===== src/rtl/seq_mul_add8.sv =====
// -----------------------------------------------------------------------------
// seq_mul_add8
//   Sequential shift-add multiply-accumulate computing P = Q*B + R.
//   This is the reconstruction path beside the array divider. It rebuilds a
//   dividend from a quotient, a divisor and a remainder. It uses one
//   2*WIDTH-bit adder row that it iterates WIDTH times. Each operation takes
//   WIDTH+2 cycles from accept to the next accept.
//
// Ports
//   clk      in   rising-edge clock
//   rst      in   asynchronous, active-high reset
//   start    in   request, sampled only while ready=1
//   Q        in   multiplier (quotient), unsigned, WIDTH bits
//   B        in   multiplicand (divisor), unsigned, WIDTH bits
//   R        in   addend (remainder), unsigned, WIDTH bits
//   ready    out  1 while idle and able to accept start
//   done     out  one-cycle pulse, P/rem_err just updated
//   P        out  Q*B+R, 2*WIDTH bits, held until the next done
//   rem_err  out  1 when the latched R >= B with B != 0, valid with P
// -----------------------------------------------------------------------------
module seq_mul_add8 #(
  parameter int WIDTH = 8
) (
  input  logic               clk,
  input  logic               rst,
  input  logic               start,
  input  logic [WIDTH-1:0]   Q,
  input  logic [WIDTH-1:0]   B,
  input  logic [WIDTH-1:0]   R,
  output logic               ready,
  output logic               done,
  output logic [2*WIDTH-1:0] P,
  output logic               rem_err
);

  localparam int                CNT_W    = (WIDTH > 1) ? $clog2(WIDTH) : 1;
  localparam logic [CNT_W-1:0]  CNT_LAST = CNT_W'(WIDTH - 1);

  typedef enum logic [1:0] {
    IDLE,
    RUN,
    DONE
  } state_t;

  state_t               state;
  logic [WIDTH-1:0]     mq;         // multiplier, consumed LSB first
  logic [2*WIDTH-1:0]   mb;         // multiplicand, shifted left each step
  logic [2*WIDTH-1:0]   acc;        // running sum, seeded with R
  logic [CNT_W-1:0]     cnt;
  logic                 rem_err_n;  // remainder check, published with P

  // The product plus a WIDTH-bit addend never exceeds 2^(2*WIDTH)-1.
  // No carry-out is needed.
  logic [2*WIDTH-1:0]   acc_next;
  assign acc_next = mq[0] ? acc + mb : acc;

  // NOTE: every register in this block uses non-blocking assignments.
  // Each branch then reads the pre-edge values of mq/mb/acc. This matches
  // the shift-add recurrence.
  always_ff @(posedge clk or posedge rst) begin
    if (rst) begin
      state     <= IDLE;
      ready     <= 1'b1;
      done      <= 1'b0;
      P         <= '0;
      rem_err   <= 1'b0;
      mq        <= '0;
      mb        <= '0;
      acc       <= '0;
      cnt       <= '0;
      rem_err_n <= 1'b0;
    end else begin
      case (state)
        IDLE: begin
          done <= 1'b0;
          if (start) begin
            mq        <= Q;
            mb        <= {{WIDTH{1'b0}}, B};
            acc       <= {{WIDTH{1'b0}}, R};
            cnt       <= '0;
            rem_err_n <= (B != '0) && (R >= B);
            ready     <= 1'b0;
            state     <= RUN;
          end
        end

        RUN: begin
          acc <= acc_next;
          mb  <= mb << 1;
          mq  <= mq >> 1;
          cnt <= cnt + 1'b1;
          if (cnt == CNT_LAST) begin
            // The last step publishes the sum that includes this step's
            // partial product.
            P       <= acc_next;
            rem_err <= rem_err_n;
            done    <= 1'b1;
            state   <= DONE;
          end
        end

        DONE: begin
          done  <= 1'b0;
          ready <= 1'b1;
          state <= IDLE;
        end

        default: begin
          done  <= 1'b0;
          ready <= 1'b1;
          state <= IDLE;
        end
      endcase
    end
  end

endmodule


===== config.mk =====
export PLATFORM = sky130hd
export DESIGN_NAME = seq_mul_add8
export DESIGN_NICKNAME = d
export VERILOG_FILES = /design/src/rtl/seq_mul_add8.sv
export SDC_FILE = /design/constraint.sdc
export NUM_CORES = 1
export LEC_CHECK = 0
export BUFFER_PORTS_ARGS = -buffer_cell sky130_fd_sc_hd__buf_4
export CORE_MARGIN = 4
export CORE_UTILIZATION = 45
export DETAILED_ROUTE_END_ITERATION = 16
export GPL_TIMING_DRIVEN = 1
export PLACE_DENSITY = 0.7
export SLEW_MARGIN = 40
export SYNTH_ARGS = -nofsm -noshare
export SYNTH_HDL_FRONTEND = slang
export SYNTH_SLANG_ARGS = --single-unit
export TNS_END_PERCENT = 30

===== constraint.sdc =====
create_clock -name clk -period 3.05 [get_ports clk]
set_input_delay 0.1525 -clock clk [delete_from_list [all_inputs] [get_ports clk]]
set_output_delay 0.1525 -clock clk [all_outputs]
set_load 0.01 [all_outputs]

-- Word level (Yosys, flattened, before mapping)
Cells that the tools add are included.
- word-level logic and storage cells: 43
- output and inout port bits: 19
- input port bits: 27
- flip-flop bits (word level): 65
- eq/ne operators: 4
- $lt $le $gt $ge: 1
- bitwise logic cells: 1
- add/sub/neg operators: 2
- multiplexer cells: 16
- reduce and logical (&&, ||, !) cells: 9
- operators by type and width (cell ; count):
    $pmux W16 S2 ; 2
    $mux W16 ; 3
    $add A16 B16 Y16 ; 1
    $pmux W8 S2 ; 1
    $reduce_and A2 Y1 ; 5
    $ge A8 B8 Y1 ; 1
    $mux W8 ; 1
    $reduce_bool A8 Y1 ; 1
    $pmux W3 S2 ; 1
    $mux W2 ; 2
    $ne A2 B2 Y1 const B ; 2
    $pmux W2 S2 ; 1
    $add A3 B1 Y3 const B ; 1
    $eq A3 B3 Y1 const B ; 1
    $mux W1 ; 3
    $mux W3 ; 1
    $eq A2 B1 Y1 const B ; 1
    $logic_not A2 Y1 ; 1
    $pmux W1 S2 ; 1
    $reduce_bool A2 Y1 ; 1
    $logic_and A1 B1 Y1 ; 1
    $not A1 Y1 ; 1

-- Longest topological paths before layout
Gate-level depths: netlist (run 1).
- depth after elaboration: 3
- mapped depth: 9
- depth with buffers taken out: 9

-- Worst setup path before layout (run 1)
No wires, ideal clock.
- path kind: reg2reg
- start point: register mb[0]
- end point: register acc[12]
- period minus slack after synthesis: 2.439 ns
- buffers on the path: 0
- setup time: 0.125 ns
- cell stages (with the launch flop): 10
- path slack: 0.611 ns
- required time: 2.925 ns
- arrival: 2.314 ns
- cells stage by stage: dfrtp_1 -> ha_1 -> fa_1 -> a21o_1 -> a221o_1 -> a31oi_2 -> o221ai_1 -> a21oi_1 -> xor2_1 -> o21ai_1
- cells in the longest elaborated chain, start to end: 3
- ends and longest elaborated chain (what ; line ; source):
    from (decl) ; 47 ; logic [2*WIDTH-1:0] mb;
    from (signal assigned) ; 78 ; mb <= {{WIDTH{1'b0}}, B};
    from (signal assigned) ; 89 ; mb <= mb << 1;
    $add A16 B16 Y16 ; 55 ; assign acc_next = mq[0] ? acc + mb : acc;
    $mux W16 ; 55 ;
    $pmux W16 S2 ; 73 ; case (state)
    to (signal assigned) ; 79 ; acc <= {{WIDTH{1'b0}}, R};
    to (signal assigned) ; 88 ; acc <= acc_next;
    to (decl) ; 48 ; logic [2*WIDTH-1:0] acc;
Every way passes these cells.
A chain may end at the register's enable or synchronous reset.

-- Final worst setup path (run 1)
Ends and elaborated chain as after synthesis.

==> Implementation_results.wiki, run 1 <==
{| class="wikitable"
! Metric !! Value
|-
| Async set-reset flop share out of synthesis || 100%
|-
| Setup slack of the most critical reg-to-reg path || 0.32 ns
|-
| Number of sinks handled by clock tree synthesis || 65
|-
| Crit path setup slack, layout || 0.321 ns
|-
| Data required time at the worst endpoint || 3.28 ns
|-
| Kind of end point of the critical path || flip-flop
|-
| Maximum count of clock buffers along a single path || 2
|-
| Peak VDD IR || 0.000467 V
|-
| Standard cell core area || 7730 um2
|-
| Clock edge transition at the registers on the reported setup and hold paths || 0.07 ns
|-
| Worst path cell trace || ha_1, fa_1, a21o_1, a221o_1, a31oi_2, o221ai_1, a21oi_1, xor2_1, o21ai_1
|-
| TritonCTS clock tree || built
|-
| Final worst path period share || 89.5%
|-
| Cell with the most instances after synthesis || sky130_fd_sc_hd__dfrtp_1
|-
| CTS buffer count || 9
|-
| Largest stage delay on the critical path || 0.42 ns
|-
| Number of rows in the core area || 32
|-
| Wire length of the first global-routing pass || 14300 um
|-
| Startpoint of the worst register-to-register path || mb[0]$_DFFE_PP0P_
|-
| Number of cells produced by synthesis || 380
|-
| Setup crit start || mb[0]$_DFFE_PP0P_
|-
| Unrepaired setup endpoints after global routing || no
|-
| Number of failing setup endpoints in the final timing report || 0
|-
| Worst min path class || input pin to flip-flop
|-
| Number of vias per cell || 5.60
|-
| R2r endpoint || acc[12]$_DFFE_PP0P_
|-
| Power per unit of standard cell area || 1080 nW/um2
|-
| Highest fanout seen on the critical path || 3
|-
| Number of hold-slack violations in the final timing report || 0
|-
| Post-route clock skew || 0.00545 ns
|-
| Post-layout power || 4.58 mW
|-
| Syn. warnings || 0
|-
| Accumulated negative setup slack || 0 ns
|-
| 1st-pass router iterations || 4
|-
| Maximum number of pins on one net before global-route repair || 38
|-
| Total Wirelength || 8520 um
|-
| Syn nets || 433
|-
| Clock Tree Root || sky130_fd_sc_hd__clkbuf_8
|-
| Hold-critical path depth || 2
|-
| Count of unique library cells instantiated by Yosys || 43
|-
| Mapped cell area || 3570 um2
|-
| Initial DRC Count || 148
|-
| Min cycle time layout || 2.73 ns
|-
| Highest Clock Rate || 0.366 GHz
|-
| Remaining antenna violation count || 0
|-
| GP Congestion || 0.931
|-
| Worst endpoint data arrival time || 2.96 ns
|-
| Antenna violations before repair || 0
|-
| Buffers inserted by post-CTS timing repair || 0
|-
| Filler cell count || 683
|-
| Number of nets in the finished design || 481
|-
| Dominant cell type by area after synthesis || sky130_fd_sc_hd__dfrtp_1
|-
| Biggest area contributors in the synthesized netlist || sky130_fd_sc_hd__dfrtp_1 (45%), sky130_fd_sc_hd__ha_1 (8.8%), sky130_fd_sc_hd__nand2_1 (6.3%)
|-
| Remaining global-route overflow || 0
|-
| Critical Path Source Type || flip-flop
|-
| Via total after detailed routing || 2995
|-
| Static power due to leakage || 2.12 nW
|-
| Clock Latency Late Sink || 0.35 ns
|-
| Max transition margin || 56.7%
|-
| Terminating pin of the worst hold path || mq[7]$_DFFE_PP0P_
|-
| Crit Path Class || flip-flop to flip-flop
|-
| IO Pins || 46
|-
| Post-Synthesis Mean Instance Area || 9.41 um2
|-
| Status || completed
|-
| Die Width || 97.1 um
|-
| Max capacitance violation total || 0
|-
| Final Max Tran Viols || 0
|-
| Chip Height || 97.1 um
|-
| Area delta synth->final || 19.0%
|-
| Critical Path Slowest Stage Cell || sky130_fd_sc_hd__fa_1
|-
| Startpoint of the worst hold path || Q[7]
|-
| Slew at the pin with the worst max-slew slack || 0.647 ns
|-
| Top cell type's share of synthesized area || 44.8%
|-
| EDFF count, synth || 0
|-
| Avg WL per Cell || 15.9 um
|-
| Top_reg_cell synth || sky130_fd_sc_hd__dfrtp_1
|-
| Sum of net half-perimeters after detailed placement || 6180 um
|-
| Number of register bits inferred by synthesis || 65
|-
| Starting density of the core || 46.3%
|-
| Die Outline Area || 9430 um2
|-
| Diodes inserted || 0
|-
| Ratio of cells with drive above 1 in the final layout || 16.9%
|-
| Total DRC errors in the routed layout || 0
|-
| Number of H-tree branching levels || 3
|-
| Minimum setup slack after placement || 0.350 ns
|-
| Synth top cells by count || sky130_fd_sc_hd__dfrtp_1 (64), sky130_fd_sc_hd__nand2_1 (60), sky130_fd_sc_hd__o21ai_0 (38), sky130_fd_sc_hd__a21oi_1 (34)
|-
| Count of buffers inserted at the top-level ports || 45
|-
| Via count of the first global-routing pass || 2950
|-
| Logic depth of the worst register-to-register path || 9
|-
| Post-synthesis sequential area ratio || 45.5%
|-
| Global Route Usage Sum || 19.2%
|}
[registers in the layout (all words and copies together), names as in the netlist]
signal,flops
P,16
acc,16
cnt,3
done,1
mb,16
mq,8
ready,1
rem_err,1
rem_err_n,1
state,2
[power by group]
group	internal, mW	leakage, nW	switching, mW	total, mW
Clock	0.444	0.107	0.331	0.775
Sequential	1.25	0.822	0.289	1.54
Combinational	0.983	1.20	1.28	2.26
[cells by family (layout without fill, tap and decap cells)]
family / count (synthesis) / after routing / synth area share [%]
and+or+nand+nor: 104 / 104 / 12.2
buffers and inverters: 31 / 84 / 3.33
xor gates and xnor gates: 13 / 13 / 3.19
DFF: 65 / 65 / 45.5
muxes: 14 / 14 / 3.92
AOI/OAI and AO/OA: 127 / 127 / 22.5
adders and majority gates: 26 / 26 / 9.31
[worst max path at each step]
| stage | end | slack [ns] | depth (start not counted) |
|---|---|---|---|
| 5_1_grt | acc[12]$_DFFE_PP0P_ | 0.19 | 9 |
| 4_1_cts | acc[12]$_DFFE_PP0P_ | 0.34 | 9 |
| 3_5_place_dp | P[12]$_DFFE_PP0P_ | 0.35 | 9 |
| 3_3_place_gp | P[12]$_DFFE_PP0P_ | 0.43 | 9 |
| 2_1_floorplan | acc[12]$_DFFE_PP0P_ | 0.61 | 9 |
| 6_report | acc[12]$_DFFE_PP0P_ | 0.32 | 9 |
[layout make-up]
| class | count | area [um2] | share of cell area [%] |
|---|---|---|---|
| repair buffers | 53 | 400 | 9.41 |
| flip-flops and latches | 65 | 1630 | 38.3 |
| clock inverters | 2 | 35.0 | 0.824 |
| multi-input cells | 284 | 1830 | 43.1 |
| clock buffers | 14 | 173 | 4.06 |
| inverters | 15 | 56.3 | 1.32 |
| well taps | 102 | 128 | 3.00 |
[routing by layer]
layer	track usage, %	wire, um	vias to the layer above
met5	0	0	-
met4	8.10	172	0
met3	5.03	449	15
met2	29.0	3870	83
met1	26.1	4020	1447
li1	-	-	1450
[layout by cell type (no fill, tap or decap), types with 3 or more instances in the layout]
master	Yosys	routed
sky130_fd_sc_hd__ha_1	25	25
sky130_fd_sc_hd__xnor2_1	8	8
sky130_fd_sc_hd__inv_1	14	13
sky130_fd_sc_hd__o21a_1	3	3
sky130_fd_sc_hd__buf_4	0	52
sky130_fd_sc_hd__mux2i_1	14	14
sky130_fd_sc_hd__nor2_1	25	24
sky130_fd_sc_hd__clkbuf_8	0	12
sky130_fd_sc_hd__nand2_1	60	60
sky130_fd_sc_hd__and3_1	7	7
sky130_fd_sc_hd__a21oi_1	34	34
sky130_fd_sc_hd__a211oi_1	3	3
sky130_fd_sc_hd__dfrtp_1	64	64
sky130_fd_sc_hd__o21ai_1	3	3
sky130_fd_sc_hd__o21ai_0	38	38
sky130_fd_sc_hd__o211ai_1	3	3
sky130_fd_sc_hd__a22o_1	17	17
sky130_fd_sc_hd__a21o_1	7	7
sky130_fd_sc_hd__xor2_1	5	5
[what timing repair did]
action / in CTS / in global routing
gates resized for setup: 0 / 0
endpoints found under the hold margin: 22 / 0
hold buffers: 1 / 0
[metrics by stage]
step           area [um2]  cells  utilization [%]  hold WS (ns)
6_report             4250    535             55.0        0.0289
5_1_grt              4250    535             55.0        0.0107
4_1_cts              4250    535             55.0        0.0181
3_5_place_dp         4040    518             52.2         0.241
3_3_place_gp         4040    518             52.2         0.238
2_1_floorplan        3570    380                -         0.292
[worst max-delay path: cells and delay by family, from the launching register on]
| kind | cells | cell delay [ns] |
|---|---|---|
| xor+xnor | 1 | 0.23 |
| flops | 1 | 0.41 |
| compound gates | 6 | 1.30 |
| fa+ha+maj | 2 | 0.68 |
Note: power is estimated with default switching activity, not from simulation.
==> run 2: changes to the inputs <==
--- a/config.mk
+++ b/config.mk
@@ -5,12 +5,13 @@
 export SDC_FILE = /design/constraint.sdc
 export NUM_CORES = 1
 export LEC_CHECK = 0
+export ABC_AREA = 1
 export BUFFER_PORTS_ARGS = -buffer_cell sky130_fd_sc_hd__buf_4
 export CORE_MARGIN = 4
 export CORE_UTILIZATION = 45
 export DETAILED_ROUTE_END_ITERATION = 16
 export GPL_TIMING_DRIVEN = 1
-export PLACE_DENSITY = 0.7
+export PLACE_DENSITY = 0.69
 export SLEW_MARGIN = 40
 export SYNTH_ARGS = -nofsm -noshare
 export SYNTH_HDL_FRONTEND = slang
==> run 2 against run 1 <==
Core utilization down 0.37 points. Design area is 7.2% higher. Total power increased by 27%. Global-route usage increased by 0.64 points. Sequential power grew 8%. Flip-flop and latch count did not move. Clock power rose by 8.6%. Register-to-register slack better by 0.32 ns. Worst hold slack gained 0.022 ns. Combinational power grew 46%. Non-clock buffer count is 4 lower. Routed wire length rose by 11%. Critical path type unchanged. Critical endpoint is now P[5]$_DFFE_PP0P_. Highest routed layer unchanged.
==> Implementation_results.wiki, run 2 <==
{| class="wikitable"
! Metric !! Value
|-
| Max capacitance violation total || 0 (unchanged)
|-
| Status || completed
|-
| 1st-pass router iterations || 4 (unchanged)
|-
| Clock Tree Root || sky130_fd_sc_hd__clkbuf_8
|-
| Sum of net half-perimeters after detailed placement || 7040 um (+14%)
|-
| Remaining global-route overflow || 0 (unchanged)
|-
| Number of rows in the core area || 33 (+3.1%)
|-
| Area delta synth->final || 16.9%
|-
| Worst min path class || input pin to flip-flop
|-
| Registers with the most flip-flops || P: 16 flops, acc: 16 flops, mb: 16 flops
|-
| Synth top cells by count || sky130_fd_sc_hd__nand2_1 (174), sky130_fd_sc_hd__dfrtp_1 (64), sky130_fd_sc_hd__inv_1 (63), sky130_fd_sc_hd__nand3_1 (39), sky130_fd_sc_hd__nor2_1 (27)
|-
| Number of failing setup endpoints in the final timing report || 0 (unchanged)
|-
| Number of sinks handled by clock tree synthesis || 65 (unchanged)
|-
| Power per unit of standard cell area || 1280 nW/um2 (+19%)
|-
| Kind of end point of the critical path || flip-flop
|-
| Syn nets || 581 (+34%)
|-
| Final Max Tran Viols || 0 (unchanged)
|-
| Worst endpoint data arrival time || 2.63 ns (-0.33 ns)
|-
| Static power due to leakage || 2.44 nW (+15%)
|-
| Mapped cell area || 3900 um2 (+9.1%)
|-
| Filler cell count || 825 (+21%)
|-
| Most used cells in the layout excluding fill and tap cells || sky130_fd_sc_hd__nand2_1 (174), sky130_fd_sc_hd__dfrtp_1 (63), sky130_fd_sc_hd__inv_1 (62), sky130_fd_sc_hd__buf_4 (47), sky130_fd_sc_hd__nand3_1 (39)
|-
| Clock Latency Late Sink || 0.36 ns (about the same)
|-
| Antenna violations before repair || 0 (unchanged)
|-
| CTS buffer count || 9 (unchanged)
|-
| Top_reg_cell synth || sky130_fd_sc_hd__dfrtp_1
|-
| GP Congestion || 0.863 (-7.2%)
|-
| Largest stage delay on the critical path || 0.50 ns (+0.08 ns)
|-
| Global Route Usage Sum || 19.8% (+0.64 points)
|-
| Via count of the first global-routing pass || 3367 (+14%)
|-
| Worst path cell trace || nor2_4, inv_2, nor2_4, inv_2, nand2_1, o21ai_1
|-
| Wire length of the first global-routing pass || 16000 um (+12%)
|-
| Post-route clock skew || 0.0120 ns (+0.00656 ns)
|-
| Total DRC errors in the routed layout || 0 (unchanged)
|-
| Starting density of the core || 46.8% (+0.50 points)
|-
| Unrepaired setup endpoints after global routing || no
|-
| Critical Path Source Type || flip-flop
|-
| Buffers inserted by post-CTS timing repair || 0 (unchanged)
|-
| Top cell type's share of synthesized area || 41.1% (-3.7 points)
|-
| Diodes inserted || 0 (unchanged)
|-
| Data required time at the worst endpoint || 3.27 ns (about the same)
|-
| Post-Synthesis Mean Instance Area || 7.39 um2 (-21%)
|-
| Die Outline Area || 10200 um2 (+8.3%)
|-
| Initial DRC Count || 214 (+45%)
|-
| Dominant cell type by area after synthesis || sky130_fd_sc_hd__dfrtp_1
|-
| Remaining antenna violation count || 0 (unchanged)
|-
| Min cycle time layout || 2.41 ns (-0.317 ns)
|-
| Syn. warnings || 0 (unchanged)
|-
| Final worst path period share || 79.1% (-10 points)
|-
| Ratio of cells with drive above 1 in the final layout || 14.4% (-2.4 points)
|-
| Count of buffers inserted at the top-level ports || 45 (unchanged)
|-
| Cell with the most instances after synthesis || sky130_fd_sc_hd__nand2_1
|-
| Number of vias per cell || 5.21 (-7.0%)
|-
| Slew at the pin with the worst max-slew slack || 0.790 ns (+0.143 ns)
|-
| Biggest area contributors in the synthesized netlist || sky130_fd_sc_hd__dfrtp_1 (41%), sky130_fd_sc_hd__nand2_1 (17%), sky130_fd_sc_hd__ha_1 (8.0%)
|-
| IO Pins || 46 (unchanged)
|-
| Most common library cell in the layout ignoring fill and taps || sky130_fd_sc_hd__nand2_1
|-
| Max transition margin || 47.2% (-9.5 points)
|-
| Crit Path Class || flip-flop to flip-flop
|-
| Total Wirelength || 9430 um (+11%)
|-
| Number of nets in the finished design || 624 (+30%)
|-
| Chip Height || 101 um (+4.1%)
|-
| Via total after detailed routing || 3546 (+18%)
|-
| Standard cell core area || 8340 um2 (+7.9%)
|-
| Minimum setup slack after placement || 0.654 ns (+0.304 ns)
|-
| Accumulated negative setup slack || 0 ns (unchanged)
|-
| Number of cells produced by synthesis || 528 (+39%)
|-
| Critical Path Slowest Stage Cell || sky130_fd_sc_hd__nor2_4
|-
| Crit path setup slack, layout || 0.638 ns (+0.317 ns)
|-
| TritonCTS clock tree || built
|-
| Die Width || 101 um (+4.1%)
|-
| Maximum count of clock buffers along a single path || 2 (unchanged)
|-
| Peak VDD IR || 0.000524 V (+12%)
|-
| Number of hold-slack violations in the final timing report || 0 (unchanged)
|-
| Maximum number of pins on one net before global-route repair || 49 (+29%)
|-
| EDFF count, synth || 0 (unchanged)
|-
| Count of unique library cells instantiated by Yosys || 32 (-26%)
|-
| Number of H-tree branching levels || 3 (unchanged)
|-
| Number of register bits inferred by synthesis || 65 (unchanged)
|-
| Post-synthesis sequential area ratio || 41.7% (-3.8 points)
|-
| Clock edge transition at the registers on the reported setup and hold paths || 0.08 ns (about the same)
|-
| Avg WL per Cell || 13.8 um (-13%)
|-
| Async set-reset flop share out of synthesis || 100% (unchanged)
|-
| Highest Clock Rate || 0.415 GHz (+13%)
|-
| Highest fanout seen on the critical path || 45 (+42)
|}
run 2: report_power, final:
part / leakage, nW / internal, mW / switching [mW] / total (mW)
registers: 0.779 / 1.31 / 0.365 / 1.67
logic: 1.54 / 1.27 / 2.03 / 3.30
clock network: 0.116 / 0.485 / 0.357 / 0.842
run 2: path summary, 6_finish.rpt:
check                      cells past startpoint  slack, ns                 end                 start
setup reg to reg                               6       0.64    P[5]$_DFFE_PP0P_  state[1]$_DFFE_PP0P_
min in group asynchronous                      3       0.42   mq[5]$_DFFE_PP0P_                   rst
hold reg to reg                                2       0.48    P[0]$_DFFE_PP0P_      P[0]$_DFFE_PP0P_
max in group asynchronous                      4       2.02  mb[13]$_DFFE_PP0P_                   rst
hold / removal                                 2       0.05   mb[0]$_DFFE_PP0P_                  B[0]
setup / recovery                               6       0.64    P[5]$_DFFE_PP0P_  state[1]$_DFFE_PP0P_
run 2: cell type report:
class | count | area, um2 | share of cell area, %
Multi-Input combinational cell | 378 | 1940 | 42.5
Clock buffer | 10 | 138 | 3.02
Sequential cell | 65 | 1630 | 35.7
Inverter | 68 | 258 | 5.65
Clock inverter | 6 | 91.3 | 2.00
Tap cell | 105 | 131 | 2.88
Timing Repair Buffer | 49 | 373 | 8.18
run 2: critical path, delay by kind of cell, from the launching register on:
| family | cells | cell delay (ns) |
|---|---|---|
| and+or+nand+nor | 3 | 1.03 |
| buffers and inverters | 2 | 0.72 |
| DFF | 1 | 0.44 |
| AOI/OAI and AO/OA | 1 | 0.07 |
run 2: per-layer routing:
metal  global-route usage [%]  part of all wire [%]
met1                     27.3                    47
met2                     30.1                    45
met3                     4.57                   4.7
met4                     8.18                   2.7
met5                        0                     0
run 2: logic make-up (layout without fill, tap and decap cells):
kind of cell    count (synthesis)  after routing  synth area share [%]
simple gates                  265            265                  28.7
buf+inv                        85            133                  8.53
fa+ha+maj                      26             26                  8.53
flops                          65             65                  41.7
xor+xnor                        4              4                 0.898
compound gates                 83             83                  11.6
run 2: repair_timing:
| item | 4_1_cts | 5_1_grt |
|---|---|---|
| resized for setup | 0 | 0 |
| hold buffers | 2 | 0 |
| hold endpoints to repair | 46 | 0 |
run 2: metrics by stage:
step	hold slack (ns)	cell area [um2]	cells	utilization [%]	total power, mW
floorplan	0.269	3900	528	-	4.09
global placement	0.358	4310	663	51.6	4.90
detailed placement	0.270	4310	663	51.7	4.98
CTS	0.0325	4560	681	54.7	5.85
global route	0.0290	4560	681	54.7	6.47
finish	0.0510	4560	681	54.7	5.82
==> run 3: changes to the inputs <==
==> constraint.sdc (replaced) <==
create_clock -name clk -period 2.4 [get_ports clk]
set_input_delay 0.12 -clock clk [delete_from_list [all_inputs] [get_ports clk]]
set_output_delay 0.12 -clock clk [all_outputs]
set_load 0.01 [all_outputs]
==> run 3 against run 2 <==
Worst hold slack got worse by 0.019 ns. Largest power group unchanged. Sequential share of layout area decreased by 0.25 points. Flip-flop and latch count unchanged. Critical path depth increased by 5. Clock-buffer cell count increased by 2. Via count decreased by 1.1%. Clock skew decreased by 0.0062 ns. Final cell count increased by 0.59%. Highest routed layer unchanged. Maximum frequency increased by 23%. Register-to-register slack got worse by 0.20 ns. Largest cell class unchanged. Global-route usage increased by 0.17 points. Design area increased by 0.71%.
==> Implementation_results.wiki, run 3 (synthesis gave the netlist of run 2 again) <==
{| class="wikitable"
! Metric !! Value
|-
| Remaining global-route overflow || 0 (unchanged)
|-
| Number of nets in the finished design || 628 (+0.64%)
|-
| Setup slack of the most critical reg-to-reg path || 0.44 ns (-0.20 ns)
|-
| Registers with the most flip-flops || P: 16 flops, acc: 16 flops, mb: 16 flops
|-
| Terminating pin of the worst hold path || mb[0]$_DFFE_PP0P_
|-
| Clock edge transition at the registers on the reported setup and hold paths || 0.07 ns (about the same)
|-
| Logic depth of the worst register-to-register path || 11 (+5)
|-
| Combined area of the multi-input logic cells || 1940 um2 (unchanged)
|-
| Number of sinks handled by clock tree synthesis || 65 (unchanged)
|-
| Status || completed
|-
| Avg WL per Cell || 13.7 um (-1.0%)
|-
| Post-route clock skew || 0.00584 ns (-0.00617 ns)
|-
| Min cycle time layout || 1.96 ns (-0.452 ns)
|-
| Chip Height || 101 um (unchanged)
|-
| Accumulated negative setup slack || 0 ns (unchanged)
|-
| Wire length of the first global-routing pass || 16200 um (+1.1%)
|-
| Count of buffers inserted at the top-level ports || 45 (unchanged)
|-
| Number of vias per cell || 5.12 (-1.7%)
|-
| Worst min path class || input pin to flip-flop
|-
| Max transition margin || 55.9% (+8.6 points)
|-
| Antenna violations before repair || 0 (unchanged)
|-
| Final worst path period share || 81.7% (+2.6 points)
|-
| Most common library cell in the layout ignoring fill and taps || sky130_fd_sc_hd__nand2_1
|-
| Starting density of the core || 46.8% (unchanged)
|-
| Highest fanout seen on the critical path || 3 (-93%)
|-
| Unrepaired setup endpoints after global routing || no
|-
| Die Outline Area || 10200 um2 (unchanged)
|-
| Data required time at the worst endpoint || 2.63 ns (-0.64 ns)
|-
| Critical Path Source Type || flip-flop
|-
| Global Route Usage Sum || 20.0% (+0.17 points)
|-
| Final Instance Area || 4590 um2 (+0.71%)
|-
| Slew at the pin with the worst max-slew slack || 0.661 ns (-0.129 ns)
|-
| Initial DRC Count || 130 (-39%)
|-
| Ratio of cells with drive above 1 in the final layout || 14.7% (+0.25 points)
|-
| Sum of net half-perimeters after detailed placement || 7020 um (-0.28%)
|-
| Most used cells in the layout excluding fill and tap cells || sky130_fd_sc_hd__nand2_1 (174), sky130_fd_sc_hd__dfrtp_1 (63), sky130_fd_sc_hd__inv_1 (62), sky130_fd_sc_hd__buf_4 (50), sky130_fd_sc_hd__nand3_1 (39)
|-
| Startpoint of the worst hold path || B[0]
|-
| R2r endpoint || P[8]$_DFFE_PP0P_
|-
| Number of failing setup endpoints in the final timing report || 0 (unchanged)
|-
| Diodes inserted || 0 (unchanged)
|-
| Max capacitance violation total || 0 (unchanged)
|-
| Kind of end point of the critical path || flip-flop
|-
| Clock Tree Root || sky130_fd_sc_hd__clkbuf_8
|-
| Number of H-tree branching levels || 3 (unchanged)
|-
| TritonCTS clock tree || built
|-
| Startpoint of the worst register-to-register path || mb[0]$_DFFE_PP0P_
|-
| 1st-pass router iterations || 4 (unchanged)
|-
| Buffers inserted by post-CTS timing repair || 0 (unchanged)
|-
| Final Max Tran Viols || 0 (unchanged)
|-
| Remaining antenna violation count || 0 (unchanged)
|-
| Crit Path Class || flip-flop to flip-flop
|-
| IO Pins || 46 (unchanged)
|-
| Peak VDD IR || 0.000733 V (+40%)
|-
| Placed cell count || 667 (+0.60%)
|-
| Power per unit of standard cell area || 1610 nW/um2 (+26%)
|-
| Number of rows in the core area || 33 (unchanged)
|-
| Clock Latency Late Sink || 0.34 ns (-0.02 ns)
|-
| Filler cell count || 824 (-0.12%)
|-
| GP Congestion || 0.913 (+5.7%)
|-
| Static power due to leakage || 2.45 nW (+0.61%)
|-
| Maximum number of pins on one net before global-route repair || 45 (-8.2%)
|-
| Maximum count of clock buffers along a single path || 2 (unchanged)
|-
| Fin cells || 685 (+0.59%)
|-
| Hold-critical path depth || 2 (unchanged)
|-
| Via count of the first global-routing pass || 3538 (+5.1%)
|-
| Total Wirelength || 9390 um (-0.41%)
|-
| Highest Clock Rate || 0.510 GHz (+23%)
|-
| Worst endpoint data arrival time || 2.19 ns (-0.44 ns)
|-
| Total DRC errors in the routed layout || 0 (unchanged)
|-
| Share of the core filled with cells in the final layout || 55.1% (+0.39 points)
|-
| CTS buffer count || 9 (unchanged)
|-
| Die Width || 101 um (unchanged)
|-
| Standard cell core area || 8340 um2 (unchanged)
|-
| Placement-stage cell area || 4350 um2 (+0.93%)
|-
| Number of hold-slack violations in the final timing report || 0 (unchanged)
|-
| Area taken by flip-flops and latches || 1630 um2 (unchanged)
|-
| Area delta synth->final || 17.7%
|-
| Via total after detailed routing || 3506 (-1.1%)
|}
-- run 3: changes by cell type in the layout (fill, tap and decap cells not counted) --
cell and delta:
sky130_fd_sc_hd__clkinv_2 -1, sky130_fd_sc_hd__buf_4 +3, sky130_fd_sc_hd__clkinvlp_4 +1, sky130_fd_sc_hd__clkbuf_1 +2
sky130_fd_sc_hd__buf_12 +1, sky130_fd_sc_hd__clkinv_4 -2, sky130_fd_sc_hd__inv_2 +1, sky130_fd_sc_hd__inv_4 -1
-- run 3: metrics by stage --
step | power (mW) | setup slack [ns] | hold WS (ns)
after floorplan | 5.19 | 0.614 | 0.237
final | 7.38 | 0.440 | 0.0321
after CTS | 7.44 | 0.435 | 0.0223
after global routing | 8.24 | 0.173 | 0.0423
after detailed placement | 6.36 | 0.455 | 0.266
after global placement | 6.28 | 0.485 | 0.266
-- run 3: metal layers --
layer	wire, um	part of all wire (%)	global-route usage, %	vias to the layer above
met3	468	5.0	3.53	13
met4	135	1.4	6.24	0
li1	-	-	-	1794
met1	4300	46	26.1	1624
met5	0	0	0	-
met2	4480	48	33.7	75
-- run 3: final cells by class --
cell class / instances / share of cell area [%]
clock buffer: 12 / 3.16
clock inverter: 4 / 1.66
inverter: 68 / 5.56
multi-input combinational: 378 / 42.2
sequential: 65 / 35.5
tap: 105 / 2.86
timing repair buffer: 53 / 9.05
-- run 3: where the power goes --
group	internal, mW	total, mW	switching (mW)
combinational	1.66	4.22	2.56
sequential	1.66	2.12	0.456
clock	0.616	1.04	0.428
total	3.94	7.38	3.44
-- run 3: worst max path at each step --
stage	start	to	slack (ns)	depth (start not counted)
after global routing	mb[0]$_DFFE_PP0P_	P[8]$_DFFE_PP0P_	0.17	11
after global placement	mb[0]$_DFFE_PP0P_	P[8]$_DFFE_PP0P_	0.49	11
after detailed placement	mb[0]$_DFFE_PP0P_	P[8]$_DFFE_PP0P_	0.45	11
after CTS	mb[0]$_DFFE_PP0P_	P[8]$_DFFE_PP0P_	0.44	11
after floorplan	mb[0]$_DFFE_PP0P_	acc[8]$_DFFE_PP0P_	0.61	11
final	mb[0]$_DFFE_PP0P_	P[8]$_DFFE_PP0P_	0.44	11
-- run 3: critical path: stages, from the launching register on --
cell and delay (ns):
sky130_fd_sc_hd__dfrtp_1 0.40, sky130_fd_sc_hd__ha_1 0.23, sky130_fd_sc_hd__fa_1 0.39, sky130_fd_sc_hd__nand2_1 0.09, sky130_fd_sc_hd__nand2_1 0.07, sky130_fd_sc_hd__and2_1 0.17, sky130_fd_sc_hd__nand2_1 0.06, sky130_fd_sc_hd__nand2_1 0.06
sky130_fd_sc_hd__xnor2_1 0.13, sky130_fd_sc_hd__nand2_1 0.09, sky130_fd_sc_hd__nand3_1 0.10, sky130_fd_sc_hd__nand2_1 0.05
-- run 3: what timing repair did --
| item | CTS | global route |
|---|---|---|
| hold buffers | 2 | 0 |
| endpoints found under the hold margin | 31 | 0 |
| resized for setup | 0 | 0 |
